### config.mk
export PLATFORM = sky130hd
export DESIGN_NAME = piece_queue
export DESIGN_NICKNAME = d
export VERILOG_FILES = /design/src/rtl/tetris_pkg.sv /design/src/rtl/piece_fifo.sv /design/src/rtl/piece_queue.sv
export SDC_FILE = /design/constraint.sdc
export NUM_CORES = 1
export LEC_CHECK = 0
export BUFFER_PORTS_ARGS = -buffer_cell sky130_fd_sc_hd__buf_4
export CAP_MARGIN = 10
export CORE_UTILIZATION = 54
export DETAILED_ROUTE_END_ITERATION = 6
export GPL_ROUTABILITY_DRIVEN = 0
export PLACE_DENSITY = 0.82
export SYNTH_ARGS = -nofsm -noshare
export SYNTH_HDL_FRONTEND = slang
export SYNTH_SLANG_ARGS = --single-unit
### constraint.sdc
create_clock -name clock -period 2.7 [get_ports clock]
set_clock_uncertainty 0.2 [all_clocks]
set_input_delay 0.27 -clock clock [delete_from_list [all_inputs] [get_ports clock]]
set_output_delay 0.27 -clock clock [all_outputs]
set_load 0.005 [all_outputs]
### src/rtl/tetris_pkg.sv
// tetris_pkg: shared piece encoding and queue FSM states.
package tetris_pkg;
  localparam int PIECE_W = 3;
  localparam logic [PIECE_W-1:0] PIECE_NONE = 3'd7;
  typedef enum logic [PIECE_W-1:0] {I = 3'd0, O = 3'd1, T = 3'd2, S = 3'd3, Z = 3'd4, J = 3'd5, L = 3'd6} piece_e;
  typedef enum logic {FILL, RUN} queue_state_e;
endpackage

### src/rtl/piece_fifo.sv
// piece_fifo: DEPTH x PIECE_W synchronous FIFO exposing head and head+1.
module piece_fifo
  import tetris_pkg::*;
#(
  parameter int DEPTH = 4,
  parameter int CNT_W = 3
) (
  input  logic               clock,
  input  logic               reset,
  input  logic               push,
  input  logic               pop,
  input  logic [PIECE_W-1:0] din,
  output logic [PIECE_W-1:0] head,
  output logic [PIECE_W-1:0] head_next,
  output logic [CNT_W-1:0]   count
);
  localparam int AW = $clog2(DEPTH);
  logic [PIECE_W-1:0] mem [DEPTH];
  logic [AW-1:0] rd_ptr, wr_ptr;
  always_ff @(posedge clock) begin
    if (reset) begin
      mem <= '{default: '0};
      rd_ptr <= '0;
      wr_ptr <= '0;
      count <= '0;
    end else begin
      if (push) mem[wr_ptr] <= din;
      if (push) wr_ptr <= wr_ptr + 1'b1;
      if (pop) rd_ptr <= rd_ptr + 1'b1;
      count <= count + CNT_W'(push) - CNT_W'(pop);
    end
  end
  assign head = mem[rd_ptr];
  assign head_next = mem[rd_ptr + 1'b1];
endmodule

### src/rtl/piece_queue.sv
// piece_queue: filters LFSR codes into a queue of tetromino IDs with FILL/RUN readiness.
// PIECE_NOREPEAT_EN additionally rejects a code equal to the last pushed piece.
module piece_queue
  import tetris_pkg::*;
#(
  parameter int DEPTH = 4,
  parameter int CNT_W = 3
) (
  input  logic               clock,
  input  logic               reset,
  input  logic [PIECE_W-1:0] rnd,
  input  logic               req,
  output logic [PIECE_W-1:0] piece,
  output logic               piece_valid,
  output logic [PIECE_W-1:0] next_piece,
  output logic               next_valid,
  output logic               ready,
  output logic [CNT_W-1:0]   count
);
  queue_state_e state_q, state_d;
  logic pop, push, legal;
`ifdef PIECE_NOREPEAT_EN
  logic [PIECE_W-1:0] last_pushed;
  always_ff @(posedge clock) begin
    if (reset) last_pushed <= PIECE_NONE;
    else if (push) last_pushed <= rnd;
  end
  assign legal = rnd != PIECE_NONE && rnd != last_pushed;
`else
  assign legal = rnd != PIECE_NONE;
`endif
  assign piece_valid = count != '0;
  assign next_valid = count >= CNT_W'(2);
  assign pop = req && piece_valid;
  assign push = legal && (count < CNT_W'(DEPTH) || pop);
  assign ready = state_q == RUN;
  always_comb begin
    state_d = state_q;
    state_d = (state_q == FILL && count == CNT_W'(DEPTH)) ? RUN : state_q;
  end
  always_ff @(posedge clock) begin
    if (reset) state_q <= FILL;
    else state_q <= state_d;
  end
  piece_fifo #(.DEPTH(DEPTH), .CNT_W(CNT_W)) u_fifo (
    .clock(clock),
    .reset(reset),
    .push(push),
    .pop(pop),
    .din(rnd),
    .head(piece),
    .head_next(next_piece),
    .count(count)
  );
endmodule

---- Yosys cells after proc, flatten, opt, wreduce, memory -nomap -nowiden ----
Index checks and enable logic that the tools add are counted.
word-level totals
  bits of input ports ..................... 6
  flip-flop bits (word level) ............. 20
  logic and storage cells ................. 39
  output and inout bits ................... 12
operators by class
  multiplexer cells ....................... 9
  equal/unequal tests ..................... 2
  order comparisons ....................... 6
  add/sub/neg operators ................... 4
  reduce and logical (&&, ||, !) cells .... 6
  bitwise gates (word level) .............. 4
operators by type and width
  cell                                                                                 count
  3-bit 2-to-1 mux                                                                     5
  3-bit binary-select mux with 2-bit select                                            2
  12-bit bitwise mux                                                                   1
  3-bit greater-or-equal comparator, second input constant                             3
  2-bit inverter with 3-bit output                                                     3
  3-bit demux with 2-bit select                                                        1
  2-bit by 1-bit adder with 2-bit output, second input constant                        2
  1-bit logical AND                                                                    4
  3-bit by 1-bit adder with 3-bit output                                               1
  3-bit == test, second input constant                                                 1
  3-bit by 2-bit greater-or-equal comparator with 1-bit output, second input constant  1
  3-bit by 1-bit less-than comparator with 1-bit output, second input constant         1
  3-bit less-than comparator, second input constant                                    1
  3-bit inequality test, second input constant                                         1
  3-bit nonzero test                                                                   1
  3-bit by 1-bit subtractor with 3-bit output                                          1
  1-bit logical OR                                                                     1
  1-bit inverter                                                                       1

---- Logic depth before layout (Yosys ltp) ----
  depth in word-level cells ............... 6
  depth in mapped cells ................... 7
  gate-level depth less buffers ........... 7

---- Cells and area by module ----
From an unflattened synthesis, not the netlist that was laid out.
second synthesis, totals
  cell total of the unflattened synthesis .. 103
  area, all modules ....................... 1108.6 um2
modules (own cells, without submodules)
  module       sequential area each (um2)  instances  cells each  area each (um2)
  piece_fifo   380.4                       1          94          1034.7
  piece_queue  20.0                        1          9           73.8

---- Least setup slack after synthesis ----
Ideal clock, no wire load.
  kind .................................... flip-flop to flip-flop
  start point ............................. register u_fifo.count[2]
  end point ............................... register u_fifo.count[2]
  data required time ...................... 2.386 ns
  data arrival time ....................... 1.757 ns
  path buffers ............................ 0
  setup time .............................. 0.114 ns
  clock period less this slack ............ 2.071 ns
  setup slack ............................. 0.629 ns
  stages on the path, launching flop included .. 8
  cells stage by stage .................... dfxtp_1 > o31a_2 > ha_1 > inv_1 > ha_1 > fa_1 > xor2_1 > nor2_1
between the ends
  word-level cells in the longest chain between the ends .. 6
  elaborated cells on any way between the ends .. 7
  classes of those cells .................. add/sub (2); order compare (1); reduce/logical (4)
ends and longest elaborated chain
  what                                           line               text
  start: declaration                             piece_fifo.sv:15   output logic [CNT_W-1:0] count
  start signal: assignment                       piece_fifo.sv:30   count <= count + CNT_W'(push) - CNT_W'(pop);
  3-bit nonzero test *                           piece_queue.sv:32  assign piece_valid = count != '0;
  1-bit logical AND *                            piece_queue.sv:34  assign pop = req && piece_valid;
  via pop                                        piece_queue.sv:21  logic pop, push, legal;
  1-bit logical OR                               piece_queue.sv:35  assign push = legal && (count < CNT_W'(DEPTH) || pop);
  1-bit logical AND                              piece_queue.sv:35
  3-bit by 1-bit adder with 3-bit output         piece_fifo.sv:30
  3-bit by 1-bit subtractor with 3-bit output *  piece_fifo.sv:30
The timed path passes the listed nets; every way through them passes the cells marked *.
A chain may end at the register's enable or synchronous reset.

---- Worst setup path after layout ----
Same ends and word-level chain as after synthesis.

==> out/qor.csv <==
metric,value,unit
status,"finished, final reports clean",
die_h,47.3,um
cp-end-kind,register,
initialDrtViolationCount,12,
detail-route-antenna-nets,0,
place_ws,540,ps
slowest_delay,400,ps
cp_cell_sequence,"o31a_2, ha_1, inv_1, ha_1, fa_1, xor2_1, nor2_1",
hold_path.class,in -> reg,
synthCells,101,
fmaxAchievable,462,MHz
cts_resized,0,
cts_buffers,3,
synth_top_area_share,0.362,
post_cts_buffers,0,
critPathRequiredTime,2690,ps
cts_hold_buf,0,
irDropWorstVdd,0.549,mV
post_drt_wl_per_cell,13.0,um
via_per_inst,5.22,
hold_slack,84.0,ps
final_nets,133,
r2r_end,u_fifo.count[2]$_SDFF_PP0_,
met2_wirelength,956,um
htreeDepth,1,
cap_viol_max_count,0,
hold_end,u_fifo.count[0]$_SDFF_PP0_,
grt_first_pass_wirelength,2920,um
report.final.slew_viol_count,0,
worstMarginPinSlew,477,ps
holdPathStages,2,
ctsRootBufferMaster,clkbuf_4,
crit_arrival,2160,ps
fin_crit,2170,ps
final_cell_mix,"20 x dfxtp_1, 17 x buf_4, 16 x nand2b_1",
min_from,reset,
crit_path_start_kind,register,
yosys.area.top_type,dfxtp_1,
yosysSeqAreaShare,0.362,
layout_commonest_cell,dfxtp_1,
hpwl,1430,um
fillers,164,
initial_utilization,0.570,
synth_warnings,0,
crit_fanout,7,
r2r_cells,7,
port_buffers,17,
crit_buf_inv,1,
gr-usage-all-layers,0.188,
clockBufferDepth,2,
num_vias,751,
first_pass_iters,4,
core,1940,um2
clock_sinks,20,
die_width,47.3,um
synthTopCellsByArea,"dfxtp_1 36%, mux4_2 12%, mux2i_1 11%",
remaining_drc_errors,0,
fin_total_pwr,1.04,mW
crit_slowest_cell,dfxtp_1,
rows,16,
drive_gt1_frac,0.274,
p_per_area,821,nW/um2
first_global_vias,659,
cts_tree,built,
critPathKind,reg -> reg,
wl_met3,48,um
synth_area,1110,um2
highest_layer,met4,
relSlewSlack,0.682,
setup_violations,0,
antenna_found_initial,0,
placedCellCount,140,
hold_viol,0,
syn_nets,116,
setup_tns,0,ps
worstSkewPairLatency,290,ps
finalCritPeriodShare,0.802,
avgSynthCellArea,11.0,um2
rsz0062_at_grt,false,
instances_no_fill,144,
r2r_setup_slack,530,ps
crit_path_frequent_cell,ha_1,
area_growth,15.0,%
overflow,0,
p_leak,0.553,nW
ys_types,27,
detail_route.wirelength,1870,um
grt_max_degree,26,
setup_ws,534,ps
n_antenna_cell,0,
dieArea,2230,um2
ys_ff_latch,20,
io_pins,18,
critical-path-top-delay-family,adder cells,
path_clk_slew,110,ps
drt-met1-wl,857,um
r2r_start,u_fifo.count[2]$_SDFF_PP0_,
## layout make-up
class / instances / area (um2) / area share
clock buffer: 4 / 36.3 / 0.0285
sequential: 20 / 400 / 0.315
tap: 27 / 33.8 / 0.0265
inverter: 7 / 26.3 / 0.0206
timing repair buffer: 17 / 128 / 0.100
multi-input combinational: 69 / 648 / 0.509
## worst reg2reg max path: cells and delay by family (launching register included)
kind	cells	cell delay [ps]
buffers and inverters	1	40
adder cells (fa/ha/maj)	3	840
flip-flops	1	400
AND/OR/NAND/NOR	1	50
XOR/XNOR	1	150
AO/OA/AOI/OAI	1	390
## registers in the layout (all words and copies together) (netlist names)
signal and flops:
u_fifo.count 3, u_fifo.rd_ptr 2, u_fifo.mem 12, u_fifo.wr_ptr 2, ready 1
## Yosys cell counts
| library cell | n |
|---|---|
| a21oi_1 | 1 |
| and2_2 | 1 |
| and3_4 | 1 |
| buf_1 | 1 |
| buf_2 | 1 |
| buf_4 | 1 |
| buf_6 | 1 |
| clkbuf_1 | 1 |
| dfxtp_1 | 20 |
| fa_1 | 1 |
| ha_1 | 8 |
| inv_1 | 7 |
| mux2i_1 | 12 |
| mux4_2 | 6 |
| nand2b_1 | 16 |
| nand2b_2 | 1 |
| nand3_1 | 5 |
| nand3_2 | 1 |
| nand4b_1 | 1 |
| nor2_1 | 5 |
| nor2b_1 | 2 |
| o21ai_1 | 1 |
| o311ai_1 | 1 |
| o31a_2 | 1 |
| o31ai_1 | 2 |
| xnor2_1 | 1 |
| xor2_1 | 2 |
## kinds of logic after synthesis
family | Yosys count | share of synthesized area
buf+inv | 12 | 0.0520
fa+ha+maj | 9 | 0.109
simple gates | 33 | 0.183
xor+xnor | 3 | 0.0238
mux | 18 | 0.231
compound gates | 6 | 0.0396
flops | 20 | 0.362
## layer usage
layer	vias to the layer above	GRT usage
met5	-	0
met3	2	0.0346
li1	377	-
met1	359	0.253
met2	13	0.310
met4	0	0.0514
## power breakdown
part	total (mW)	leakage [nW]	switching, mW	internal (mW)
combinational	0.433	0.368	0.181	0.252
sequential	0.440	0.164	0.0815	0.358
clock	0.172	0.0210	0.0894	0.0821
## worst max path at each step
stage / cells past startpoint / endpoint / from / slack (ps)
after floorplan: 7 / u_fifo.count[2]$_SDFF_PP0_ / u_fifo.count[2]$_SDFF_PP0_ / 630
after global placement: 7 / u_fifo.count[2]$_SDFF_PP0_ / u_fifo.count[2]$_SDFF_PP0_ / 610
after detailed placement: 7 / u_fifo.count[2]$_SDFF_PP0_ / u_fifo.count[2]$_SDFF_PP0_ / 540
after CTS: 7 / u_fifo.count[2]$_SDFF_PP0_ / u_fifo.count[2]$_SDFF_PP0_ / 520
after global routing: 7 / u_fifo.count[2]$_SDFF_PP0_ / u_fifo.count[2]$_SDFF_PP0_ / 430
final: 7 / u_fifo.count[2]$_SDFF_PP0_ / u_fifo.count[2]$_SDFF_PP0_ / 530
## through the flow
step	utilization	instance area, um2
floorplan	-	1110
global placement	0.637	1240
detailed placement	0.637	1240
CTS	0.655	1270
global route	0.655	1270
finish	0.655	1270
Power figures use the tool's default switching activity.
